## config.mk

```make
export PLATFORM = sky130hd
export DESIGN_NAME = bin_thr_ctrl_flat
export DESIGN_NICKNAME = d
export VERILOG_FILES = /design/src/rtl/bin_pkg.sv /design/src/rtl/bin_thr_ctrl_if.sv /design/src/rtl/bin_minmax.sv /design/src/rtl/bin_thr_ctrl.sv /design/src/flat_wrapper.sv
export SDC_FILE = /design/constraint.sdc
export NUM_CORES = 1
export LEC_CHECK = 0
export BUFFER_PORTS_ARGS = -buffer_cell sky130_fd_sc_hd__buf_4
export CAP_MARGIN = 20
export CORE_MARGIN = 4
export CORE_UTILIZATION = 45
export CTS_CLUSTER_SIZE = 28
export DETAILED_ROUTE_END_ITERATION = 7
export GPL_TIMING_DRIVEN = 0
export PLACE_DENSITY = 0.68
export SLEW_MARGIN = 10
export SYNTH_ARGS = -nofsm -noshare
export SYNTH_HDL_FRONTEND = slang
export SYNTH_SLANG_ARGS = --single-unit
```

## constraint.sdc

```tcl
create_clock -name clk -period 6.67 [get_ports clk]
set_input_delay 0 -clock clk [delete_from_list [all_inputs] [get_ports clk]]
set_output_delay 0 -clock clk [all_outputs]
set_load 0.02 [all_outputs]
```

## src/rtl/bin_pkg.sv

```systemverilog
// Shared constants and types for the binarizer datapath and its threshold controller.
// Latency: n/a (declarations and one pure combinational helper).
// Backpressure: n/a.
package bin_pkg;

  localparam int PIX_W = 8;
  localparam int THR_W = 8;

  localparam logic [THR_W-1:0] DEF_THRESH = 8'd127;

  typedef enum logic {
    ST_IDLE   = 1'b0,
    ST_ACTIVE = 1'b1
  } state_e;

  // Midpoint of two pixels; the sum is formed in PIX_W+1 bits so 255+255 cannot wrap.
  function automatic logic [THR_W-1:0] mid_point(input logic [PIX_W-1:0] a,
                                                 input logic [PIX_W-1:0] b);
    logic [PIX_W:0] s;
    s = {1'b0, a} + {1'b0, b};
    return s[PIX_W:1];
  endfunction

endpackage

```

## src/rtl/bin_thr_ctrl_if.sv

```systemverilog
// Pixel tap, configuration and status bundle between the pixel source/CPU side and bin_thr_ctrl.
// Latency: n/a (wires only).
// Backpressure: none; the pixel tap is observe-only and is never stalled.
// Ports (master drives / slave receives):
//   gus_din/gus_valid/gus_sop/gus_eop : filtered pixel stream tap
//   cfg_wr/cfg_thresh/cfg_auto        : manual threshold write strobe/value, auto-mode select
//   err_clr                           : clears sticky error flags
//   thr_out/frame_active/frame_done   : threshold and frame status (driven by slave)
//   err_sop/err_eop/err_len           : sticky framing errors (driven by slave)
interface bin_thr_ctrl_if;
  import bin_pkg::*;

  logic [PIX_W-1:0] gus_din;
  logic             gus_valid;
  logic             gus_sop;
  logic             gus_eop;
  logic             cfg_wr;
  logic [THR_W-1:0] cfg_thresh;
  logic             cfg_auto;
  logic             err_clr;
  logic [THR_W-1:0] thr_out;
  logic             frame_active;
  logic             frame_done;
  logic             err_sop;
  logic             err_eop;
  logic             err_len;

  modport master (
    output gus_din, gus_valid, gus_sop, gus_eop,
    output cfg_wr, cfg_thresh, cfg_auto, err_clr,
    input  thr_out, frame_active, frame_done, err_sop, err_eop, err_len
  );

  modport slave (
    input  gus_din, gus_valid, gus_sop, gus_eop,
    input  cfg_wr, cfg_thresh, cfg_auto, err_clr,
    output thr_out, frame_active, frame_done, err_sop, err_eop, err_len
  );

endinterface

```

## src/rtl/bin_minmax.sv

```systemverilog
// Running min/max of the pixels of one frame, plus the min/max merged with the current pixel.
// Latency: stored min/max update one cycle after i_upd; merged outputs are combinational.
// Backpressure: none; acts on every cycle its controls are asserted.
// Ports: i_clr (return to empty FF/00), i_upd (fold i_din in), i_clr&i_upd (restart from i_din),
//        o_min/o_max stored values, o_min_m/o_max_m stored values merged with i_din.
module bin_minmax
  import bin_pkg::*;
(
  input  logic             clk,
  input  logic             rst_n,
  input  logic             i_clr,
  input  logic             i_upd,
  input  logic [PIX_W-1:0] i_din,
  output logic [PIX_W-1:0] o_min,
  output logic [PIX_W-1:0] o_max,
  output logic [PIX_W-1:0] o_min_m,
  output logic [PIX_W-1:0] o_max_m
);

  logic [PIX_W-1:0] r_min;
  logic [PIX_W-1:0] r_max;

  // Merged values let the frame-closing pixel be included without waiting a cycle.
  assign o_min_m = (i_din < r_min) ? i_din : r_min;
  assign o_max_m = (i_din > r_max) ? i_din : r_max;
  assign o_min   = r_min;
  assign o_max   = r_max;

  always_ff @(posedge clk or negedge rst_n) begin
    if (!rst_n) begin
      r_min <= '1;
      r_max <= '0;
    end else if (i_clr && i_upd) begin
      r_min <= i_din;
      r_max <= i_din;
    end else if (i_clr) begin
      r_min <= '1;
      r_max <= '0;
    end else if (i_upd) begin
      r_min <= o_min_m;
      r_max <= o_max_m;
    end
  end

endmodule

```

## src/rtl/bin_thr_ctrl.sv

```systemverilog
// Frame-tracking threshold controller: picks the binarizer threshold (auto midpoint or manual) per frame.
// Latency: thr_out/frame_done/error flags update on the edge after the closing eop pixel (1 cycle).
// Backpressure: none; observes the pixel stream and never stalls it.
// Ports: clk, rst_n (async, active-low) plain; everything else via bin_thr_ctrl_if.slave (bus):
//   pixel tap in, cfg_wr/cfg_thresh/cfg_auto/err_clr in, thr_out/frame_active/frame_done/err_* out.
module bin_thr_ctrl #(
  parameter int                        IMG_W      = 640,
  parameter int                        IMG_H      = 480,
  parameter logic [bin_pkg::THR_W-1:0] DEF_THRESH = bin_pkg::DEF_THRESH
) (
  input  logic           clk,
  input  logic           rst_n,
  bin_thr_ctrl_if.slave  bus
);
  import bin_pkg::*;

  localparam int PIX_CNT = IMG_W * IMG_H;
  // Wide enough to hold the saturation value PIX_CNT+1.
  localparam int CW      = $clog2(PIX_CNT + 2);
  localparam logic [CW-1:0] CNT_FULL = CW'(PIX_CNT);
  localparam logic [CW-1:0] CNT_SAT  = CW'(PIX_CNT + 1);

  state_e           r_state;
  logic [CW-1:0]    r_cnt;
  logic             r_auto;
  logic [THR_W-1:0] r_pend;
  logic [THR_W-1:0] r_thr;
  logic             r_active;
  logic             r_done;
  logic             r_err_sop;
  logic             r_err_eop;
  logic             r_err_len;

  logic             w_sop;
  logic             w_eop;
  logic             w_in_act;
  logic             w_single;
  logic             w_close;
  logic             w_start;
  logic             w_plain;
  logic [CW-1:0]    w_cnt_inc;
  logic [CW-1:0]    w_close_cnt;
  logic             w_good;
  logic             w_close_auto;
  logic [PIX_W-1:0] w_mm_min;
  logic [PIX_W-1:0] w_mm_max;
  logic [PIX_W-1:0] w_mm_min_m;
  logic [PIX_W-1:0] w_mm_max_m;
  logic [PIX_W-1:0] w_fmin;
  logic [PIX_W-1:0] w_fmax;
  logic [THR_W-1:0] w_avg;

  assign w_sop    = bus.gus_valid & bus.gus_sop;
  assign w_eop    = bus.gus_valid & bus.gus_eop;
  assign w_in_act = (r_state == ST_ACTIVE);

  // sop+eop together is a complete one-pixel frame in either state; in ACTIVE it also
  // discards the partial frame before it.
  assign w_single = w_sop & w_eop;
  assign w_close  = w_eop & (w_in_act | w_sop);
  assign w_start  = w_sop & ~w_eop;
  assign w_plain  = w_in_act & bus.gus_valid & ~bus.gus_sop & ~bus.gus_eop;

  assign w_cnt_inc   = (r_cnt == CNT_SAT) ? r_cnt : r_cnt + 1'b1;
  assign w_close_cnt = w_single ? CW'(1) : w_cnt_inc;
  assign w_good      = w_close & (w_close_cnt == CNT_FULL);

  // A frame closing on its own sop pixel uses the mode presented with that sop.
  assign w_close_auto = w_sop ? bus.cfg_auto : r_auto;

  assign w_fmin = w_single ? bus.gus_din : w_mm_min_m;
  assign w_fmax = w_single ? bus.gus_din : w_mm_max_m;
  assign w_avg  = mid_point(w_fmin, w_fmax);

  bin_minmax u_minmax (
    .clk     (clk),
    .rst_n   (rst_n),
    .i_clr   (w_close | w_start),
    .i_upd   (w_start | w_plain),
    .i_din   (bus.gus_din),
    .o_min   (w_mm_min),
    .o_max   (w_mm_max),
    .o_min_m (w_mm_min_m),
    .o_max_m (w_mm_max_m)
  );

  always_ff @(posedge clk or negedge rst_n) begin
    if (!rst_n) begin
      r_state   <= ST_IDLE;
      r_cnt     <= '0;
      r_auto    <= 1'b0;
      r_pend    <= DEF_THRESH;
      r_thr     <= DEF_THRESH;
      r_active  <= 1'b0;
      r_done    <= 1'b0;
      r_err_sop <= 1'b0;
      r_err_eop <= 1'b0;
      r_err_len <= 1'b0;
    end else begin
      r_done <= w_close;

      if (bus.cfg_wr) r_pend <= bus.cfg_thresh;

      // Error set beats a coincident clear.
      r_err_sop <= (w_sop & w_in_act)             | (r_err_sop & ~bus.err_clr);
      r_err_eop <= (w_eop & ~w_in_act & ~w_sop)   | (r_err_eop & ~bus.err_clr);
      r_err_len <= (w_close & ~w_good)            | (r_err_len & ~bus.err_clr);

      // Threshold only moves between frames so a frame is binarized with one value.
      if (w_good) begin
        if (w_close_auto)    r_thr <= w_avg;
        else if (bus.cfg_wr) r_thr <= bus.cfg_thresh;
        else                 r_thr <= r_pend;
      end else if (bus.cfg_wr && !w_in_act && !w_sop) begin
        r_thr <= bus.cfg_thresh;
      end

      if (w_close) begin
        r_state  <= ST_IDLE;
        r_active <= 1'b0;
        r_cnt    <= '0;
      end else if (w_start) begin
        r_state  <= ST_ACTIVE;
        r_active <= 1'b1;
        r_cnt    <= CW'(1);
        r_auto   <= bus.cfg_auto;
      end else if (w_plain) begin
        r_cnt    <= w_cnt_inc;
      end
    end
  end

  assign bus.thr_out      = r_thr;
  assign bus.frame_active = r_active;
  assign bus.frame_done   = r_done;
  assign bus.err_sop      = r_err_sop;
  assign bus.err_eop      = r_err_eop;
  assign bus.err_len      = r_err_len;

endmodule

```

## src/flat_wrapper.sv

```systemverilog
// flat-port wrapper written by rule: the top's interface ports become plain ports
module bin_thr_ctrl_flat import bin_pkg::*;
#(
  parameter int                        IMG_W      = 640,
  parameter int                        IMG_H      = 480,
  parameter logic [bin_pkg::THR_W-1:0] DEF_THRESH = bin_pkg::DEF_THRESH
)
  (clk, rst_n, bus_gus_din, bus_gus_valid, bus_gus_sop, bus_gus_eop, bus_cfg_wr, bus_cfg_thresh, bus_cfg_auto, bus_err_clr, bus_thr_out, bus_frame_active, bus_frame_done, bus_err_sop, bus_err_eop, bus_err_len);
  bin_thr_ctrl_if bus_i ();
  input  logic clk;
  input  logic rst_n;
  input wire logic [$bits(bus_i.gus_din)-1:0] bus_gus_din;
  input wire logic [$bits(bus_i.gus_valid)-1:0] bus_gus_valid;
  input wire logic [$bits(bus_i.gus_sop)-1:0] bus_gus_sop;
  input wire logic [$bits(bus_i.gus_eop)-1:0] bus_gus_eop;
  input wire logic [$bits(bus_i.cfg_wr)-1:0] bus_cfg_wr;
  input wire logic [$bits(bus_i.cfg_thresh)-1:0] bus_cfg_thresh;
  input wire logic [$bits(bus_i.cfg_auto)-1:0] bus_cfg_auto;
  input wire logic [$bits(bus_i.err_clr)-1:0] bus_err_clr;
  output wire logic [$bits(bus_i.thr_out)-1:0] bus_thr_out;
  output wire logic [$bits(bus_i.frame_active)-1:0] bus_frame_active;
  output wire logic [$bits(bus_i.frame_done)-1:0] bus_frame_done;
  output wire logic [$bits(bus_i.err_sop)-1:0] bus_err_sop;
  output wire logic [$bits(bus_i.err_eop)-1:0] bus_err_eop;
  output wire logic [$bits(bus_i.err_len)-1:0] bus_err_len;
  assign bus_i.gus_din = bus_gus_din;
  assign bus_i.gus_valid = bus_gus_valid;
  assign bus_i.gus_sop = bus_gus_sop;
  assign bus_i.gus_eop = bus_gus_eop;
  assign bus_i.cfg_wr = bus_cfg_wr;
  assign bus_i.cfg_thresh = bus_cfg_thresh;
  assign bus_i.cfg_auto = bus_cfg_auto;
  assign bus_i.err_clr = bus_err_clr;
  assign bus_thr_out = bus_i.thr_out;
  assign bus_frame_active = bus_i.frame_active;
  assign bus_frame_done = bus_i.frame_done;
  assign bus_err_sop = bus_i.err_sop;
  assign bus_err_eop = bus_i.err_eop;
  assign bus_err_len = bus_i.err_len;
  bin_thr_ctrl #(.IMG_W(IMG_W), .IMG_H(IMG_H), .DEF_THRESH(DEF_THRESH)) u_core (.clk(clk), .rst_n(rst_n), .bus(bus_i));
endmodule
```

# After elaboration in Yosys (flattened, before gate mapping)
# Cells that the tools add are included.
dict set report totals {
  ff_bits 57
  in_bits 24
  out_inout_bits 13
  elab_cells 79
}
dict set report op_classes {
  n_addsub 2
  magnitude_cmp 2
  n_eq_ne 2
  muxes 22
  n_bitwise 30
  reduce_logical 10
}
# op n
set op_table {}
lappend op_table {{$mux W8} 14}
lappend op_table {{$mux W19} 5}
lappend op_table {{$eq A19 B19 Y1 const B} 2}
lappend op_table {{$add A19 B1 Y19 const B} 1}
lappend op_table {{$and A1 B1 Y1} 16}
lappend op_table {{$add A8 B8 Y9} 1}
lappend op_table {{$gt A8 B8 Y1} 1}
lappend op_table {{$lt A8 B8 Y1} 1}
lappend op_table {{$not A1 Y1} 8}
lappend op_table {{$or A1 B1 Y1} 6}
lappend op_table {{$reduce_bool A3 Y1} 2}
lappend op_table {{$reduce_bool A2 Y1} 2}
lappend op_table {{$logic_and A1 B1 Y1} 3}
lappend op_table {{$mux W1} 3}
lappend op_table {{$logic_not A1 Y1} 2}
lappend op_table {{$reduce_and A2 Y1} 1}

# Logic depth before layout (Yosys ltp)
# Gate-level depths: netlist of the first run.
dict set report logic_depth {
  word_depth 8
  ltp_mapped 18
  mapped_depth_nobuf 17
}

# Cells and area by module
# Synthesis of the first run repeated with hierarchy kept, for this count alone.
dict set report unflattened {
  cells_unflattened 475
  hier_area_um2 4232.8
}
# mod instances cells_each area_per_inst_um2 seq_area_each_um2
set by_module_without_submodules {}
lappend by_module_without_submodules {bin_thr_ctrl 1 364 3019.1 1043.5}
lappend by_module_without_submodules {bin_minmax 1 111 1213.7 410.4}

# Worst setup path after synthesis of the first run
# OpenSTA, ideal clock, no wires.
dict set report synth_path {
  path_kind {register to register}
  startpoint {register u_core.u_minmax.r_min[7] (netlist: u_core.u_minmax.o_min[7])}
  endpoint {register u_core.r_thr[7] (netlist: u_core.bus.thr_out[7])}
  setup_ns 0.118
  arrival_time_ns 3.473
  required_time_ns 6.552
  slack_ns 3.079
  stages_incl_launch_ff 17
  n_path_buf 0
  synth_period_minus_slack_ns 3.591
  path_cell_list {dfstp_2 inv_1 ha_1 nand2_1 nor3_1 a21oi_1 a31oi_1 mux2_2 ha_1 nor2b_1 o21ai_0 a21boi_0 o21ai_0 a21boi_0 o21ai_0 a221oi_2 a21o_1}
}
dict set report synth_between {
  elab_chain_len 6
}
# item line_no
set synth_rtl {}
lappend synth_rtl {{from (decl)} bin_minmax.sv:20} ;# logic [PIX_W-1:0] r_min;
lappend synth_rtl {{from (signal assigned)} bin_minmax.sv:34} ;# r_min <= i_din;
lappend synth_rtl {{from (signal assigned)} bin_minmax.sv:40} ;# r_min <= o_min_m;
lappend synth_rtl {{$lt A8 B8 Y1} bin_minmax.sv:24} ;# assign o_min_m = (i_din < r_min) ? i_din : r_min;
lappend synth_rtl {{$mux W8 (*)} bin_minmax.sv:24}
lappend synth_rtl {{$mux W8 (*)} bin_thr_ctrl.sv:71} ;# assign w_fmin = w_single ? bus.gus_din : w_mm_min_m;
lappend synth_rtl {{$add A8 B8 Y9 (*)} bin_pkg.sv:20} ;# s = {1'b0, a} + {1'b0, b};
lappend synth_rtl {{$mux W8 (*)} bin_thr_ctrl.sv:111} ;# if (w_close_auto) r_thr <= w_avg;
lappend synth_rtl {{$mux W8 (*)} bin_thr_ctrl.sv:110} ;# if (w_good) begin
lappend synth_rtl {{to (signal assigned)} bin_thr_ctrl.sv:111}
lappend synth_rtl {{to (signal assigned)} bin_thr_ctrl.sv:112} ;# else if (bus.cfg_wr) r_thr <= bus.cfg_thresh;
lappend synth_rtl {{to (signal assigned)} bin_thr_ctrl.sv:113} ;# else r_thr <= r_pend;
lappend synth_rtl {{to (decl)} bin_thr_ctrl.sv:27} ;# logic [THR_W-1:0] r_thr;
# Mark *: on every way between the ends. The rest lies on a longest branch, timed or not.
# A chain may end at the register's enable or synchronous reset.

# Worst setup path after layout of the first run
# Ends and elaborated chain as after synthesis.

==> results of run 1 <==
==> worst max-delay path, stage by stage (launching register included) <==
cell and delay, ns:
dfstp_2 0.54, inv_1 0.04, ha_1 0.28, nand2_1 0.07
nor3_1 0.20, a21oi_1 0.19, a31oi_1 0.61, mux2_2 0.42
ha_1 0.34, nor2b_1 0.17, o21ai_0 0.23, a21boi_0 0.14
o21ai_0 0.22, a21boi_0 0.15, o21ai_0 0.23, a221oi_2 0.08
a21o_1 0.16
==> cells by family after synthesis <==
group | after synthesis | synth area share
AO/OA/AOI/OAI | 121 | 0.2072
flip-flops | 57 | 0.3676
buffers and inverters | 55 | 0.05947
AND/OR/NAND/NOR | 147 | 0.1889
adder cells (fa/ha/maj) | 25 | 0.08099
XOR/XNOR | 7 | 0.01550
multiplexers | 29 | 0.08036
==> layout make-up <==
type	count	area [sq um]
sequential	57	1454
inverter	32	120.1
clock inverter	6	72.57
fill	734	3621
tap	105	131.4
multi-input combinational	329	2266
clock buffer	10	148.9
buffer	23	115.1
timing repair buffer	54	452.9
==> where the power goes <==
part	total (uW)	switching, uW	internal (uW)
Sequential	425	28.4	397
Clock	358	160	199
Combinational	368	197	171
Total	1150	385	767
==> registers in the layout, indices dropped and copies added, names as in the netlist <==
signal	count
u_core.r_auto	1
u_core.bus.err_len	1
u_core.bus.thr_out	8
u_core.r_state	1
u_core.bus.err_sop	1
u_core.u_minmax.o_min	8
u_core.bus.frame_done	1
u_core.r_pend	8
u_core.u_minmax.o_max	8
u_core.bus.err_eop	1
u_core.r_cnt	19
==> worst max path at each step <==
stage,endpoint,slack (ns),cells after the start
after detailed placement,u_core.bus.thr_out[7],2.51,16
after global routing,u_core.bus.thr_out[7],2.09,16
after global placement,u_core.bus.thr_out[7],2.63,16
after floorplan,u_core.bus.thr_out[7],3.08,16
after CTS,u_core.bus.thr_out[7],2.47,16
final,u_core.bus.thr_out[7],2.49,16
==> per-layer routing <==
metal,global-route usage,vias up
met4,0.07771,0
met2,0.3400,84
met3,0.04408,20
met1,0.2654,1709
met5,0,-
li1,-,1752
==> what timing repair did <==
action                                 CTS  global route
buffers inserted                         0             0
hold buffers                            19             0
endpoints found under the hold margin   70             0
==> synth_stat cells (all sizes together), types with 2 or more instances <==
cell type	instances
nand2	45
a22o	8
o21a	2
nor2	29
a21boi	2
and3	8
xor2	2
nand3	11
o41ai	3
a211oi	2
ha	24
nand4	11
o22a	8
nor3b	3
nand2b	4
dfstp	22
a31oi	6
a221oi	2
dfrtp	35
o32ai	2
mux2i	7
a221o	3
or3	7
inv	32
o21ai	39
and2	2
or4	2
o31ai	3
a21oi	23
buf	9
clkbuf	14
xnor2	5
nor4	7
nor2b	5
and4	2
a21o	5
mux2	22
nor3	7
==> cells in the final DEF (no fill, tap or decap), types with 11 or more instances in the layout <==
cell,synthesis,final
nand2_1,44,44
o21ai_0,39,39
buf_4,2,37
dfrtp_1,35,35
inv_1,32,32
nor2_1,29,29
ha_1,24,24
a21oi_1,23,23
mux2_2,22,22
dfstp_2,22,22
dlygate4sd3_1,0,19
clkbuf_1,14,14
nand3_1,11,11
nand4_1,11,11
==> metrics by stage <==
| stage | cells | area (sq um) | power, uW | setup slack [ns] |
|---|---|---|---|---|
| 2_1_floorplan | 441 | 3955 | 679.7 | 3.079 |
| 3_3_place_gp | 581 | 4349 | 780.3 | 2.633 |
| 3_5_place_dp | 581 | 4349 | 789.3 | 2.510 |
| 4_1_cts | 616 | 4761 | 1162 | 2.474 |
| 5_1_grt | 616 | 4761 | 1231 | 2.092 |
| 6_report | 616 | 4761 | 1151 | 2.493 |
==> summary.md, run 1 <==
| Metric | Value |
|---|---|
| Via density | `5.787` |
| HP Class | `in2reg` |
| CTS max path bufs | `2` |
| Die ar. | `0.01035 sq mm` |
| N_diodes | `0` |
| Clock sink count | `57` |
| DR WL/cell | `15.86 um` |
| Maximum VDD drop | `between 0.15 and 0.2 mV` |
| RSZ-0062 raised after global routing | `no` |
| FF-to-FF path depth | `16` |
| Asr flop ratio synth | `1.000` |
| Max-cap violation count | `0` |
| Hold EP | `u_core.r_state` |
| Max Clk Rate | `about 240 MHz` |
| DRC | `0` |
| Leak | `~0.0021 uW` |
| CTS tree | `yes` |
| R2R Setup Slk | `2.49 ns` |
| Status | `finished clean` |
| First-pass GRT wire length | `17.15 mm` |
| Largest fanout on the critical path | `7` |
| Count of final setup violators | `0` |
| CP endpoint kind | `flip-flop` |
| Min Clock Period, post-route | `~4.2 ns` |
| Worst hold slack | `0.1835 ns` |
| Syn Nets | `just under 500` |
| Layout net count | `around 560` |
| Layout Utilization | `0.5680` |
| Top layer in use | `met4` |
| Final Cycle Share | `0.6262` |
| Clk_lat worst skew | `about 0.35 ns` |
| # rows | `33` |
| Worst clock skew | `around 0.011 ns` |
| Final Routed Wirelength | `~10 mm` |
| Initial Utilization | `0.4719` |
| Die H | `slightly above 100 um` |
| Mapped Area | `roughly 0.0040 sq mm` |
| Pin count of the biggest net entering global routing | `58` |
| PwrDens | `241.8 mW/mm^2` |
| Routed wl met3 | `404 um` |
| Clock root cell | `clkbuf_8` |
| Crit path required time | `6.91 ns` |
| Final Hold Viols | `0` |
| Initial antenna violation count | `0` |
| Vias in the first global route | `3653` |
| Number of DRC markers in iteration 0 | `146` |
| Synth area leader | `dfrtp_1` |
| DR vias | `roughly 3600` |
| Number of H-tree levels | `3` |
| 1st-pass router iterations | `4` |
| Worst Max-Slew Pin Slew | `roughly 1.0 ns` |
| Netlist cell types | `63` |
| Detailed Place HPWL | `7.019 mm` |
| Sequential area share after synthesis | `0.3676` |
| Hold path startpoint | `bus_gus_eop` |
| GRT overflow | `0` |
| Ports | `37` |
| Hold path cells | `3` |
| I/O Buffers | `35` |
| Synth top area share | `0.2214` |
| Met1 WL | `around 4.3 mm` |
| CP startpoint kind | `flip-flop` |
| Post-Syn Instances | `between 400 and 500` |
| CTS Buf Count | `9` |
| Layout area overhead | `20.37%` |
| Post-route setup TNS | `0 ns` |
| Core area | `0.008382 sq mm` |
| GRT Overall Usage | `0.2062` |
| Worst setup path class | `reg2reg` |
| Share of layout cells above drive strength 1 | `0.2211` |
| RR Startpoint | `u_core.u_minmax.o_min[7]` |
| EDFF count, synth | `0` |
| Final Slew Violations | `0` |
| RR Endpoint | `u_core.bus.thr_out[7]` |
| Syn. warnings | `0` |
| Post-route ant nets | `0` |
| Area contributors post-synth | `dfrtp_1 22%, dfstp_2 15%, ha_1 7.6%` |
| Worst Path Arrival | `4.42 ns` |
| Chip Width | `101.8 um` |
| CTS clk-pin slew, worst paths | `approximately 0.07 ns` |
| Met2 wire length | `4.851 mm` |
| Startpoint of the worst setup timing path | `u_core.u_minmax.o_min[7]` |
| Slew Limit Headroom | `0.3187` |
| Post-Syn Area per Cell | `around 9 sq um` |
| Ys flop type | `dfrtp_1` |
| GP Congestion | `around 0.86` |
| Seq cells post-synth | `57` |
| Post-CTS sizing | `0` |
Note: power is estimated with default switching activity, not from simulation.
==> run 2, diff against run 1 <==
==> constraint.sdc (replaced) <==
create_clock -name clk -period 3.9 [get_ports clk]
set_input_delay 0 -clock clk [delete_from_list [all_inputs] [get_ports clk]]
set_output_delay 0 -clock clk [all_outputs]
set_load 0.02 [all_outputs]
==> summary.md, run 2 (synthesized netlist as in run 1, its figures left out) <==
| Metric | Value |
|---|---|
| CP startpoint kind | `flip-flop` |
| Clock root cell | `clkbuf_8` |
| CTS max path bufs | `2` |
| Crit path required time | `approximately 4.2 ns` |
| Buf/Inv on CP | `3` |
| Initial Utilization | `0.4719` |
| Detailed Place HPWL | `roughly 7.0 mm` |
| 1st-pass router iterations | `4` |
| Layout area overhead | `21.86%` |
| RSZ-0062 raised after global routing | `no` |
| CTS tree | `yes` |
| CTS clk-pin slew, worst paths | `around 0.070 ns` |
| Most frequent cells in the layout | `44 x nand2_1, 41 x buf_4, 35 x o21ai_0, 35 x dfrtp_1, 32 x inv_1` |
| CTS Buf Count | `9` |
| Layout net count | `about 560` |
| GRT Overall Usage | `0.2090` |
| Largest fanout on the critical path | `3` |
| Share of layout cells above drive strength 1 | `0.2393` |
| Post-route setup TNS | `0 ns` |
| Worst hold slack | `roughly 0.22 ns` |
| Max reg flops | `19` |
| Crit-path max cell delay | `0.55 ns` |
| Core area | `about 0.0084 sq mm` |
| Worst setup path class | `reg2reg` |
| Post-route ant nets | `0` |
| Biggest register | `u_core.r_cnt` |
| Final Cycle Share | `0.9503` |
| Count of final setup violators | `0` |
| GP Congestion | `between 0.8 and 0.9` |
| GRT overflow | `0` |
| Clock sink count | `between 50 and 60` |
| Slew Limit Headroom | `0.3227` |
| Max Clk Rate | `between 200 and 300 MHz` |
| Die ar. | `around 0.010 sq mm` |
| Number of DRC markers in iteration 0 | `about 220` |
| PwrDens | `slightly above 400 mW/mm^2` |
| Delay-heaviest family, CP | `compound AO/OA/AOI/OAI gates` |
| Die H | `just over 100 um` |
| Worst Max-Slew Pin Slew | `around 1.0 ns` |
| I/O Buffers | `35` |
| Worst clock skew | `~0.0098 ns` |
| HP Class | `in2reg` |
| Most frequent cell on the critical path | `o21ai_1` |
| Number of H-tree levels | `3` |
| Vias in the first global route | `between 3000 and 4000` |
| Maximum VDD drop | `0.3006 mV` |
| N_diodes | `0` |
| First-pass GRT wire length | `around 17 mm` |
| Final Hold Viols | `0` |
| Worst Path Arrival | `4.00 ns` |
| Via density | `slightly below 6` |
| Ports | `37` |
| Crit-path cells | `inv_1 > ha_1 > a211oi_1 > o21ai_0 > a21oi_2 > buf_4 > a31oi_4 > mux2_2 > inv_1 > fa_1 > nor2b_2 > o21ai_1 > a21boi_1 > o21ai_1 > a21boi_1 > o21ai_1 > a221oi_2 > a21o_1` |
| DRC | `0` |
| Clk_lat worst skew | `around 0.35 ns` |
| # rows | `33` |
| Min Clock Period, post-route | `3.706 ns` |
| Final Slew Violations | `0` |
| CP endpoint kind | `flip-flop` |
| Status | `finished clean` |
| Leak | `0.002145 uW` |
| Crit-path slowest cell | `dfstp_2` |
| Pin count of the biggest net entering global routing | `58` |
| Initial antenna violation count | `0` |
| Total Power | `2001 uW` |
| Layout Utilization | `0.5750` |
| Commonest non-fill, non-tap cell in the layout | `nand2_1` |
| Max-cap violation count | `0` |
| Final Routed Wirelength | `about 9.9 mm` |
| DR WL/cell | `between 15 and 20 um` |
| Chip Width | `between 100 and 150 um` |
| DR vias | `between 3000 and 4000` |
run 2: what timing repair did:
item,in CTS,in global routing
hold buffers,19,0
resized for setup,4,9
hold endpoints to repair,70,0
pin swaps,1,1
setup buffers,3,1
endpoints found under the setup margin,4,3
run 2: layout make-up:
type | count | area (sq um)
tap | 105 | 131.4
fill | 731 | 3562
inverter | 32 | 120.1
buffer | 22 | 111.4
sequential | 57 | 1454
clock inverter | 6 | 72.57
multi-input combinational | 329 | 2298
clock buffer | 10 | 148.9
timing repair buffer | 58 | 483.0
run 2: stage by stage:
stage	instances	cell area, sq um	setup slack [ns]
after global placement	581	4349	-0.1374
after CTS	618	4798	0.02759
after global routing	619	4820	0.01998
after detailed placement	581	4349	-0.2597
final	619	4820	0.1938
after floorplan	441	3955	0.3089
run 2: worst min-delay path, delay by kind of cell:
kind                   cells  cell delay [ns]
muxes                      1             0.22
buffers and inverters      2             0.31
run 2: path summary, 6_finish.rpt:
path | start | to | slack (ns) | cells past startpoint
setup / recovery | u_core.u_minmax.o_min[2] | u_core.bus.thr_out[7] | 0.19 | 18
hold / removal | bus_cfg_wr | u_core.r_pend[7] | 0.22 | 3
setup reg to reg | u_core.u_minmax.o_min[2] | u_core.bus.thr_out[7] | 0.19 | 18
hold reg to reg | u_core.r_auto | u_core.r_auto | 0.51 | 1
max in group asynchronous | rst_n | u_core.bus.err_eop | 3.15 | 2
min in group asynchronous | rst_n | u_core.r_cnt[6] | 0.25 | 2
run 2: layer usage:
layer  up-vias  GRT usage  wire (um)
met3        26    0.04408        390
met5         -          0          0
li1       1760          -          -
met4         0    0.07873        268
met1      1724     0.2680       4370
met2        92     0.3461       4906
run 2: report_power, final:
part	leakage [uW]	internal [uW]	switching, uW	total, uW
Clock	0.000109	340	274	614
Sequential	0.000700	679	49.6	728
Combinational	0.00134	311	348	659
Total	0.00214	1330	672	2000
